[src/rtl/time_dmr_pkg.sv]
// Shared types for the time-DMR retry front end.
// ID width and the feedback bundle seen by the retry buffer.
package time_dmr_pkg;

  localparam int unsigned DefIdSize = 4;

  typedef logic [DefIdSize-1:0] id_t;

  typedef struct packed {
    id_t  id;
    logic needed;
  } fb_t;

endpackage

[src/rtl/dmr_retry_table.sv]
// Payload copies indexed by ID plus the occupied-bit vector.
// Asynchronous read port serves replays of the retry ID.
module dmr_retry_table #(
  parameter type         DataType = logic [7:0],
  parameter int unsigned IDSize   = 4
) (
  input  logic                 clk_i,
  input  logic                 rst_i,
  input  logic                 set_i,
  input  logic [IDSize-1:0]    set_idx_i,
  input  DataType              set_data_i,
  input  logic                 clr_i,
  input  logic [IDSize-1:0]    clr_idx_i,
  input  logic [IDSize-1:0]    rd_idx_i,
  output DataType              rd_data_o,
  output logic [2**IDSize-1:0] occ_o
);

  localparam int unsigned Depth = 2**IDSize;

  DataType           r_mem [Depth];
  logic [Depth-1:0]  r_occ;

  always_ff @(posedge clk_i) begin
    if (set_i) r_mem[set_idx_i] <= set_data_i;
  end

  // set and clear never target the same entry: set needs it free, clear needs it occupied
  always_ff @(posedge clk_i or posedge rst_i) begin
    if (rst_i) begin
      r_occ <= '0;
    end else begin
      if (set_i) r_occ[set_idx_i] <= 1'b1;
      if (clr_i) r_occ[clr_idx_i] <= 1'b0;
    end
  end

  assign rd_data_o = r_mem[rd_idx_i];
  assign occ_o     = r_occ;

endmodule

[src/rtl/dmr_retry_buffer.sv]
// Retry buffer ahead of time_DMR_start: stores each issued item by ID
// and replays it with its original ID when the DMR checker reports a fault.
module dmr_retry_buffer
  import time_dmr_pkg::*;
#(
  parameter type         DataType = logic [7:0],
  parameter int unsigned IDSize   = DefIdSize
) (
  input  logic              clk_i,
  input  logic              rst_i,
  input  logic              enable_i,
  input  DataType           data_i,
  input  logic              valid_i,
  output logic              ready_o,
  output DataType           data_o,
  output logic [IDSize-1:0] id_o,
  output logic              valid_o,
  input  logic              ready_i,
  input  logic [IDSize-1:0] retry_id_i,
  input  logic              retry_needed_i,
  input  logic              retry_valid_i,
  output logic              retry_ready_o,
  output logic [IDSize:0]   pending_o,
  output logic              protocol_error_o
);

  localparam logic [IDSize:0]   PendOne = 1;
  localparam logic [IDSize-1:0] IdOne   = 1;

  logic [IDSize-1:0]    r_next_id;
  logic                 r_retry_full;
  logic [IDSize-1:0]    r_retry_id;
  logic [IDSize:0]      r_pend;
  logic                 r_perr;
  logic                 r_valid;
  DataType              r_data;
  logic [IDSize-1:0]    r_id;

  fb_t                  w_fb;
  logic [IDSize-1:0]    w_rid;
  logic [2**IDSize-1:0] w_occ;
  DataType              w_rd_data;
  logic                 w_load_en;
  logic                 w_fb_hs;
  logic                 w_fb_occ;
  logic                 w_fb_err;
  logic                 w_fb_replay;
  logic                 w_fb_free;
  logic                 w_replay_out;
  logic                 w_can_alloc;
  logic                 w_alloc;

  assign w_fb  = '{id: id_t'(retry_id_i), needed: retry_needed_i};
  assign w_rid = IDSize'(w_fb.id);

  assign w_load_en    = !r_valid || ready_i;
  assign w_fb_hs      = retry_valid_i && !r_retry_full;
  assign w_fb_occ     = w_occ[w_rid];
  assign w_fb_err     = w_fb_hs && !w_fb_occ;
  assign w_fb_replay  = w_fb_hs && w_fb_occ && w_fb.needed && enable_i;
  assign w_fb_free    = w_fb_hs && w_fb_occ && !(w_fb.needed && enable_i);
  assign w_replay_out = w_load_en && r_retry_full;
  assign w_can_alloc  = w_load_en && !r_retry_full && !w_occ[r_next_id];
  assign w_alloc      = w_can_alloc && valid_i;

  dmr_retry_table #(
    .DataType (DataType),
    .IDSize   (IDSize)
  ) u_table (
    .clk_i      (clk_i),
    .rst_i      (rst_i),
    .set_i      (w_alloc),
    .set_idx_i  (r_next_id),
    .set_data_i (data_i),
    .clr_i      (w_fb_free),
    .clr_idx_i  (w_rid),
    .rd_idx_i   (r_retry_id),
    .rd_data_o  (w_rd_data),
    .occ_o      (w_occ)
  );

  // a replay leaving and a new retry arriving are exclusive via the full bit
  always_ff @(posedge clk_i or posedge rst_i) begin
    if (rst_i) begin
      r_retry_full <= 1'b0;
      r_retry_id   <= '0;
    end else if (w_replay_out) begin
      r_retry_full <= 1'b0;
    end else if (w_fb_replay) begin
      r_retry_full <= 1'b1;
      r_retry_id   <= w_rid;
    end
  end

  always_ff @(posedge clk_i or posedge rst_i) begin
    if (rst_i) begin
      r_next_id <= '0;
      r_pend    <= '0;
      r_perr    <= 1'b0;
    end else begin
      r_perr <= w_fb_err;
      if (w_alloc) r_next_id <= r_next_id + IdOne;
      unique case ({w_alloc, w_fb_free})
        2'b10:   r_pend <= r_pend + PendOne;
        2'b01:   r_pend <= r_pend - PendOne;
        default: r_pend <= r_pend;
      endcase
    end
  end

  always_ff @(posedge clk_i or posedge rst_i) begin
    if (rst_i) begin
      r_valid <= 1'b0;
      r_data  <= '0;
      r_id    <= '0;
    end else if (w_load_en) begin
      if (w_replay_out) begin
        r_valid <= 1'b1;
        r_data  <= w_rd_data;
        r_id    <= r_retry_id;
      end else if (w_alloc) begin
        r_valid <= 1'b1;
        r_data  <= data_i;
        r_id    <= r_next_id;
      end else begin
        r_valid <= 1'b0;
      end
    end
  end

  assign ready_o          = w_can_alloc;
  assign retry_ready_o    = !r_retry_full;
  assign data_o           = r_data;
  assign id_o             = r_id;
  assign valid_o          = r_valid;
  assign pending_o        = r_pend;
  assign protocol_error_o = r_perr;

endmodule
[config.mk]
export PLATFORM = sky130hd
export DESIGN_NAME = dmr_retry_buffer
export DESIGN_NICKNAME = d
export VERILOG_FILES = /design/src/rtl/time_dmr_pkg.sv /design/src/rtl/dmr_retry_table.sv /design/src/rtl/dmr_retry_buffer.sv
export SDC_FILE = /design/constraint.sdc
export NUM_CORES = 1
export LEC_CHECK = 0
export ABC_CLOCK_PERIOD_IN_PS = 4000
export CELL_PAD_IN_SITES_DETAIL_PLACEMENT = 1
export CELL_PAD_IN_SITES_GLOBAL_PLACEMENT = 1
export CORE_ASPECT_RATIO = 0.7
export CORE_MARGIN = 8
export CORE_UTILIZATION = 45
export CTS_BUF_LIST = sky130_fd_sc_hd__clkbuf_8
export DETAILED_ROUTE_END_ITERATION = 12
export MAX_ROUTING_LAYER = met4
export PLACE_DENSITY = 0.77
export SYNTH_ARGS = -nofsm -noshare
export SYNTH_HDL_FRONTEND = slang
export SYNTH_SLANG_ARGS = --single-unit
[constraint.sdc]
create_clock -name clk_i -period 4 [get_ports clk_i]
set_input_delay 0.4 -clock clk_i [delete_from_list [all_inputs] [get_ports clk_i]]
set_output_delay 0.4 -clock clk_i [all_outputs]
set_load 0.005 [all_outputs]
==> results of run 1 <==
[layer usage]
metal / track usage / up-vias / share of wire
met5: - / - / 0
met1: 0.265 / 2388 / 0.44
met3: 0.0586 / 18 / 0.089
li1: - / 1941 / -
met2: 0.280 / 199 / 0.46
met4: 0.0540 / 0 / 0.011
[registers in the layout, summed over array words and instances, names as in the netlist]
name and cells:
protocol_error_o 1, id_o 4, u_table.r_mem 128, data_o 8, r_next_id 4, r_retry_id 4, valid_o 1, pending_o 5
u_table.occ_o 16, r_retry_full 1
[worst max path at each step]
stage | start | endpoint | slack, ns | cells after the start
3_3_place_gp | retry_id_i[1] | pending_o[4] | 0.18 | 15
5_1_grt | r_next_id[1] | pending_o[4] | 0.32 | 13
2_1_floorplan | r_next_id[1] | pending_o[4] | 0.30 | 18
3_5_place_dp | retry_id_i[1] | pending_o[4] | -0.02 | 15
4_1_cts | r_next_id[1] | pending_o[4] | 0.48 | 13
6_report | retry_id_i[1] | pending_o[4] | 0.46 | 15
[power by group through the flow]
stage	Sequential (W)	Clock (W)	Combinational (W)
floorplan	0.00238	0	0.00138
global placement	0.00264	0	0.00180
detailed placement	0.00266	0	0.00186
CTS	0.00262	0.00125	0.00187
global route	0.00267	0.00132	0.00201
finish	0.00262	0.00122	0.00187
[worst register-to-register path, stage by stage, from the launching register on]
cell and delay (ns):
dfrtp_1 0.66, mux2_2 0.41, and3_1 0.21, nor4_4 0.29
and2_1 0.18, inv_1 0.08, ha_1 0.23, xor2_1 0.15
ha_1 0.23, or3b_2 0.45, a21oi_1 0.17, o21bai_1 0.10
a21oi_1 0.15, xor2_1 0.16
[through the flow]
step	setup TNS, ns	hold slack (ns)	instance area, µm²
final	0	0.481	8540
after global routing	0	0.514	8540
after CTS	0	0.494	8540
after detailed placement	-0.0200	0.485	8150
after global placement	0	0.455	8150
after floorplan	0	0.465	7460
[placed cells by master, fill, tap and decap left out, types with 6 or more instances in the layout]
master	n
ha_1	7
o22ai_1	28
dfrtp_1	42
nor2_1	28
inv_1	21
clkbuf_8	18
nand3_1	7
edfxtp_1	128
buf_4	20
and3_1	11
nand2_1	16
mux4_2	37
a21oi_1	21
clkdlybuf4s50_1	39
nor2b_1	9
a2bb2oi_1	6
mux2_2	17
[cell families after synthesis]
logic type      after synthesis  synth area share
simple gates                 96            0.0705
compound gates               84            0.0745
fa+ha+maj                     7            0.0117
xor+xnor                      8           0.00939
mux                          56             0.142
flops                       172             0.663
buf+inv                      51            0.0292
[layout make-up]
cell class,count,area (µm²),area share
Sequential cell,172,4950,0.579
Multi-Input combinational cell,251,2300,0.270
Timing Repair Buffer,59,541,0.0633
Tap cell,225,282,0.0330
Clock buffer,18,248,0.0290
Clock inverter,14,143,0.0167
Inverter,21,78.8,0.00923
==> impl_results.md, run 1 <==
* DP Wirelength at 12,400 µm
* Place WS at -0.0200 ns
* LEAKAGE at 2.99 nW
* Sequential fraction of the synthesis area at 0.663
* PwrDens at 669 nW/µm²
* Layout area overhead at 14.5%
* CTS Buf Count at 17
* Predominant post-synthesis flop cell: edfxtp_1
* Power Total at 0.00571 W
* #FFs+latches synth at 172
* Crit start category: input pin
* Die Area at 21,000 µm²
* IO Port Bufs at 39
* Max transition margin at 0.342
* Post-synth EDFFs at 128
* Total grt overflow at 0
* Setup ws final at 0.460 ns
* Worst reg-to-reg setup slack at 0.47 ns
* Core ar. at 16,200 µm²
* Root buffer cell: clkbuf_8
* CP cell instances: clkdlybuf4s50_1, buf_4, mux4_2, nor2b_1, or3_1, nand2_1, and2_1, ha_1, xor2_1, ha_1, or3b_2, a21oi_1, o21bai_1, a21oi_1, xor2_1
* CTS clk-pin slew, worst paths at 0.09 ns
* Die Wd at 170 µm
* CTS tree: built
* Clk sinks at 172
* Fillers at 1,583
* Ys Warns at 0
* Internal power at 0.00377 W
* Mapped cell area at 7460 µm²
* Post-synth cell types at 54
* Layout cells sized above 1 at 0.217
* Wire length per cell at 24.8 µm
* Die Height at 124 µm
* Largest net degree at the start of global routing at 45
* Synthesized Nets at 500
* Hold Crit Class: input pin to asynchronous set/reset pin
* Synthesized netlist cell count at 474
* Critical path's top delay family: simple AND/OR/NAND/NOR gates
* Hold_buf cts at 0
* CP Capture Type: flip-flop
* First-pass GRT wire length at 29,100 µm
* Largest area contributor in the netlist: edfxtp_1
* Crit Path Max Fanout at 15
* Worst EP required at 4.39 ns
* Clk Latency, worst-skew pair at 0.47 ns
* Slew Viols, Final at 0
* DRC at 0
* Worst-Margin Slew at 0.985 ns
* Asr flop ratio synth at 0.256
* WP data arrival at 3.93 ns
* Iter 0 DRT Violations at 605
* FP Rows at 39
* Via density at 5.98
* CP peak stage delay at 0.52 ns
* Max-cap viol count at 0
* Final setup violation count at 0
* Worst reg2reg path depth at 13
* Vias post-DR at 4,546
* Initial Utilization at 0.459
* Post-layout minimum cycle time at 3.54 ns
* Util after Layout at 0.526
* Clock network fraction of total power at 0.214
* RSZ-0062 raised after global routing: false
* First-pass DRT Iterations at 4
* Vias in the first global route at 4,700
* # Post-CTS Setup Buffers at 0
* Final Skew at 0.0159 ns
* Synth top area share at 0.515
* Dominant cells by area after synthesis: edfxtp_1 (52%), dfrtp_1 (15%), mux4_2 (11%), mux2_2 (2.6%), o22ai_1 (2.3%)
* CP Buf/Inv Count at 2
* Layout Nets at 548
* Placer Congestion at 0.879
* Clock tree buffer depth at 2
* Final WL at 18,800 µm
* Sequential share of power at 0.459
* Inst Count DP at 728
* Final hold viol count at 0
* Post-Syn Area per Cell at 15.7 µm²
* N_diodes at 0
* GRT Util Overall at 0.194
* Cells resized by post-CTS repair at 0
* Kind of critical path: input pin to flip-flop
* Switching pwr at 0.00194 W
* CP max stage cell: mux4_2
* Switching share of power at 0.340
* Final Non-Filler Cells at 760
* ANT nets after route at 0
* Cell with the most instances after synthesis: edfxtp_1
* Combinational Power Share at 0.327
* R2r startpoint: r_next_id[1]
* Worst VDD drop at 0.000246 V
* Highest clock rate at 282 MHz
* Ports at 40
* Status: complete, no violations
* Htree depth at 4
* Initial antenna violation count at 0
* Period utilization at 0.885
* RR Endpoint: pending_o[4]
* Top cells by count, synth: edfxtp_1 (128), dfrtp_1 (44), mux4_2 (37), nor2_1 (28), o22ai_1 (28)
Note: power is estimated with default switching activity, not from simulation.
==> run 2: changes to the inputs <==
- CORE_MARGIN: 8 -> 2
==> run 2 against run 1 <==
Worst setup slack got worse by 0.028 ns. Global-route usage increased by 3.4 points. Clock skew increased by 0.0028 ns. Critical path depth decreased by 2. Combinational power about the same. Count of clock-buffer cells in the layout decreased by 1. Cell count unchanged. Sequential cell count unchanged. Maximum frequency decreased by 0.79%. Critical endpoint unchanged.
==> impl_results.md, run 2 (synthesis results as in run 1) <==
* WP data arrival at 3.96 ns
* First-pass DRT Iterations at 5
* Worst EP required at 4.39 ns
* Die Height at 112 µm
* Via density at 5.89
* RR Endpoint: pending_o[4]
* Hold path start: pending_o[4]
* Largest register FFs at 128
* Final Skew at 0.0186 ns
* Initial Utilization at 0.459
* Max transition margin at 0.333
* IO Port Bufs at 39
* CP max stage cell: dfrtp_1
* Grt met3 use at 0.0455
* Wire length per cell at 23.9 µm
* CTS Buf Count at 17
* CTS clk-pin slew, worst paths at 0.09 ns
* Max-cap viol count at 0
* Hold_buf cts at 0
* RSZ-0062 raised after global routing: false
* Crit Path Max Fanout at 10
* Worst reg2reg path depth at 13
* Initial antenna violation count at 0
* Fillers at 1,543
* Top reg by flops: u_table.r_mem
* Vias post-DR at 4,475
* Cells resized by post-CTS repair at 0
* # Post-CTS Setup Buffers at 0
* CP peak stage delay at 0.65 ns
* Worst reg-to-reg setup slack at 0.43 ns
* Die Wd at 158 µm
* ANT nets after route at 0
* Highest clock rate at 280 MHz
* GRT Util Overall at 0.228
* R2r startpoint: r_next_id[1]
* CP cell instances: mux4_2, mux2i_4, or2_1, and2_1, inv_1, ha_1, xor2_1, ha_1, or3b_2, a21oi_1, o21bai_1, a21oi_1, xor2_1
* Vias in the first global route at 4,739
* Clk Latency, worst-skew pair at 0.47 ns
* LEAKAGE at 3.00 nW
* Period utilization at 0.892
* FP Rows at 39
* Util after Layout at 0.527
* Worst Hold Depth at 1
* Worst setup path start: r_next_id[1]
* CTS tree: built
* Layout Nets at 548
* Hold Crit Class: flip-flop to flip-flop
* Worst-Margin Slew at 1.00 ns
* Setup TNS at 0 ns
* Final setup violation count at 0
* GR Util met1 at 0.339
* Die Area at 17,600 µm²
* First-pass GRT wire length at 28,400 µm
* Clock tree buffer depth at 2
* Htree depth at 4
* Multi-input combinational cell area at 2300 µm²
* Worst VDD drop at 0.000256 V
* Placer Congestion at 0.897
* Iter 0 DRT Violations at 405
* Total grt overflow at 0
* Register area at 4950 µm²
* Most frequent cells in the layout: edfxtp_1 (128), dfrtp_1 (42), clkdlybuf4s50_1 (39), mux4_2 (37)
* Layout area overhead at 14.7%
* DP Wirelength at 11,900 µm
* Crit start category: flip-flop
* M2 GR Usage at 0.318
* N_diodes at 0
* Final hold viol count at 0
* DRC at 0
* PwrDens at 671 nW/µm²
* Layout cells sized above 1 at 0.213
* Largest net degree at the start of global routing at 45
* Busiest grt layer: met1
* Post-layout minimum cycle time at 3.57 ns
* Kind of critical path: flip-flop to flip-flop
* Root buffer cell: clkbuf_8
* CP Capture Type: flip-flop
* Clk sinks at 172
* Hold endpoint: pending_o[4]
* Commonest non-fill, non-tap cell in the layout: edfxtp_1
* Final WL at 18,100 µm
* Slew Viols, Final at 0
* Status: complete, no violations
* Ports at 40
* Core ar. at 16,200 µm²
==> run 2: layer usage <==
| metal | routed length, µm | up-vias |
|---|---|---|
| met5 | 0 | - |
| met4 | 318 | 0 |
| met3 | 1240 | 25 |
| met2 | 8170 | 160 |
| met1 | 8400 | 2346 |
| li1 | - | 1944 |
==> run 2: area by class of cell <==
| cell class | count | share of cell area |
|---|---|---|
| multi-input cells | 251 | 0.269 |
| inverters | 21 | 0.00921 |
| flip-flops and latches | 172 | 0.578 |
| clock inverters | 15 | 0.0200 |
| repair buffers | 59 | 0.0632 |
| well taps | 225 | 0.0329 |
| clock buffers | 17 | 0.0273 |
==> run 2: power breakdown <==
| part | leakage (nW) | switching (W) | internal [W] | total, W |
|---|---|---|---|---|
| Clock | 0.208 | 0.000638 | 0.000616 | 0.00125 |
| Combinational | 1.09 | 0.000856 | 0.000998 | 0.00185 |
| Sequential | 1.70 | 0.000425 | 0.00221 | 0.00264 |
| Total | 3.00 | 0.00192 | 0.00382 | 0.00574 |
==> run 2: worst max-delay path: cells and delay by family (launching register included) <==
family / cells / cell delay [ns]
compound gates: 3 / 0.46
xor+xnor: 2 / 0.30
fa+ha+maj: 2 / 0.44
buf+inv: 1 / 0.06
flops: 1 / 0.65
mux: 2 / 0.81
simple gates: 3 / 0.77
==> run 2: how the worst max path moves through the flow <==
stage | to | slack [ns]
final | pending_o[4] | 0.43
after global routing | pending_o[4] | 0.26
after CTS | pending_o[4] | 0.47
after detailed placement | pending_o[4] | 0.02
after global placement | pending_o[4] | 0.22
after floorplan | pending_o[4] | 0.30
==> run 2: through the flow <==
step | total power (W) | hold WS, ns | setup slack, ns | instances | instance area (µm²)
final | 0.00574 | 0.477 | 0.431 | 760 | 8560
after global routing | 0.00604 | 0.513 | 0.260 | 760 | 8560
after CTS | 0.00578 | 0.483 | 0.465 | 760 | 8560
after detailed placement | 0.00451 | 0.471 | 0.0156 | 728 | 8150
after global placement | 0.00442 | 0.464 | 0.225 | 728 | 8150
after floorplan | 0.00376 | 0.465 | 0.304 | 474 | 7460
==> run 3: changes to the inputs <==
- ABC_CLOCK_PERIOD_IN_PS: 4000 -> 4050
- CTS_CLUSTER_SIZE: default -> 28
- PLACE_DENSITY: 0.77 -> 0.75
- clock period: 4 -> 4.05 ns (I/O delays scaled with it)
==> run 3 against run 2 <==
Die area did not move. First-iteration DRC count is 12% higher. Clock power barely moved. Global-route usage about the same. Hold slack improved by 0.011 ns. Combinational power hardly changed. Critical path depth up 1. Register-to-register slack gained 0.14 ns. Routed wire length shrank 0.27%. Critical endpoint unchanged. Largest cell class unchanged. Largest power group unchanged. Highest routed layer unchanged.
==> impl_results.md, run 3 (synthesis results as in run 1) <==
* CTS tree: built
* Post-layout minimum cycle time at 3.57 ns
* Core ar. at 16,200 µm²
* Highest clock rate at 280 MHz
* Max-cap viol count at 0
* Power Total at 0.00570 W
* Commonest non-fill, non-tap cell in the layout: edfxtp_1
* Worst VDD drop at 0.000279 V
* CTS Buf Count at 17
* Hold Crit Class: input pin to asynchronous set/reset pin
* Kind of critical path: input pin to flip-flop
* Hold_buf cts at 0
* WP data arrival at 3.95 ns
* Max transition margin at 0.339
* Die Area at 17,600 µm²
* Die Height at 112 µm
* CP Capture Type: flip-flop
* Total grt overflow at 0
* # Post-CTS Setup Buffers at 0
* Clk Latency, worst-skew pair at 0.47 ns
* Inst Count DP at 728
* RR Endpoint: pending_o[4]
* Iter 0 DRT Violations at 452
* GRT Util Overall at 0.229
* Crit start category: input pin
* Ports at 40
* Layout cells sized above 1 at 0.219
* Top reg by flops: u_table.r_mem
* Largest register FFs at 128
* Vias in the first global route at 4,858
* Most frequent cells in the layout: edfxtp_1 (128), dfrtp_1 (42), clkdlybuf4s50_1 (39), mux4_2 (37)
* Initial Utilization at 0.459
* Worst-Margin Slew at 0.989 ns
* FP Rows at 39
* DRC at 0
* Layout area overhead at 14.9%
* Period utilization at 0.882
* Critical path's top delay family: simple AND/OR/NAND/NOR gates
* Final hold viol count at 0
* DP Wirelength at 12,000 µm
* Root buffer cell: clkbuf_8
* R2r startpoint: r_next_id[1]
* Final WL at 18,100 µm
* ANT nets after route at 0
* Via density at 5.86
* Worst EP required at 4.43 ns
* CP peak stage delay at 0.74 ns
* Status: complete, no violations
* First-pass GRT wire length at 28,700 µm
* Final Hold Slack at 0.488 ns
* Final setup violation count at 0
* Final Skew at 0.0103 ns
* Wire length per cell at 23.8 µm
* PwrDens at 665 nW/µm²
* Vias post-DR at 4,450
* RSZ-0062 raised after global routing: false
* IO Port Bufs at 39
* Die Wd at 158 µm
* Util after Layout at 0.528
* Placer Congestion at 0.878
* Setup TNS at 0 ns
* Worst reg-to-reg setup slack at 0.57 ns
* Initial antenna violation count at 0
* CTS clk-pin slew, worst paths at 0.09 ns
* First-pass DRT Iterations at 5
* N_diodes at 0
* Crit Path Max Fanout at 9
* Clock tree buffer depth at 2
* CP cell instances: clkdlybuf4s50_1, mux4_2, nor2b_1, or3_1, nand2_1, and2_1, ha_1, xor2_1, ha_1, or3b_2, a21oi_1, o21bai_1, a21oi_1, xor2_1
* Largest net degree at the start of global routing at 45
* Clk sinks at 172
* Cells resized by post-CTS repair at 0
* CP max stage cell: clkdlybuf4s50_1
* Worst reg2reg path depth at 13
* Slew Viols, Final at 0
* Layout Nets at 548
* Final Non-Filler Cells at 760
* CP Buf/Inv Count at 1
* Htree depth at 4
* LEAKAGE at 2.99 nW
[run 3: cell count changes in the layout (fill, tap and decap cells not counted)]
cell / before / now
clkbuf_8: 17 / 18
clkinv_4: 5 / 3
inv_8: 0 / 1
inv_6: 2 / 0
clkinv_2: 1 / 2
clkinv_1: 3 / 0
clkinvlp_4: 0 / 4
[run 3: per-stage QoR]
stage | instance area, µm² | setup slack [ns]
after global placement | 8150 | 0.192
after global routing | 8570 | 0.205
after CTS | 8570 | 0.495
after floorplan | 7460 | 0.354
after detailed placement | 8150 | 0.0121
final | 8570 | 0.479
[run 3: per-layer routing]
metal	up-vias	track usage	routed length, µm
li1	1949	-	-
met1	2347	0.329	8570
met2	134	0.325	8260
met3	20	0.0545	1030
met4	0	0.0697	221
met5	-	-	0
[run 3: layout make-up]
type	instances	area, µm²
Clock buffer	18	248
Clock inverter	14	171
Fill cell	1537	7680
Inverter	21	78.8
Multi-Input combinational cell	251	2300
Sequential cell	172	4950
Tap cell	225	282
Timing Repair Buffer	59	541
[run 3: power by group]
group	leakage [nW]	internal, W	switching [W]
sequential	1.70	0.00218	0.000406
combinational	1.09	0.000982	0.000859
clock	0.204	0.000627	0.000645
total	2.99	0.00379	0.00191
[run 3: worst max-delay path by stage]
stage	startpoint	endpoint	slack [ns]	depth (start not counted)
after floorplan	r_next_id[1]	pending_o[4]	0.35	18
after global placement	retry_id_i[1]	pending_o[4]	0.19	14
after detailed placement	retry_id_i[1]	pending_o[4]	0.01	14
after CTS	retry_id_i[1]	pending_o[4]	0.50	14
after global routing	retry_id_i[1]	pending_o[4]	0.21	14
final	retry_id_i[1]	pending_o[4]	0.48	14
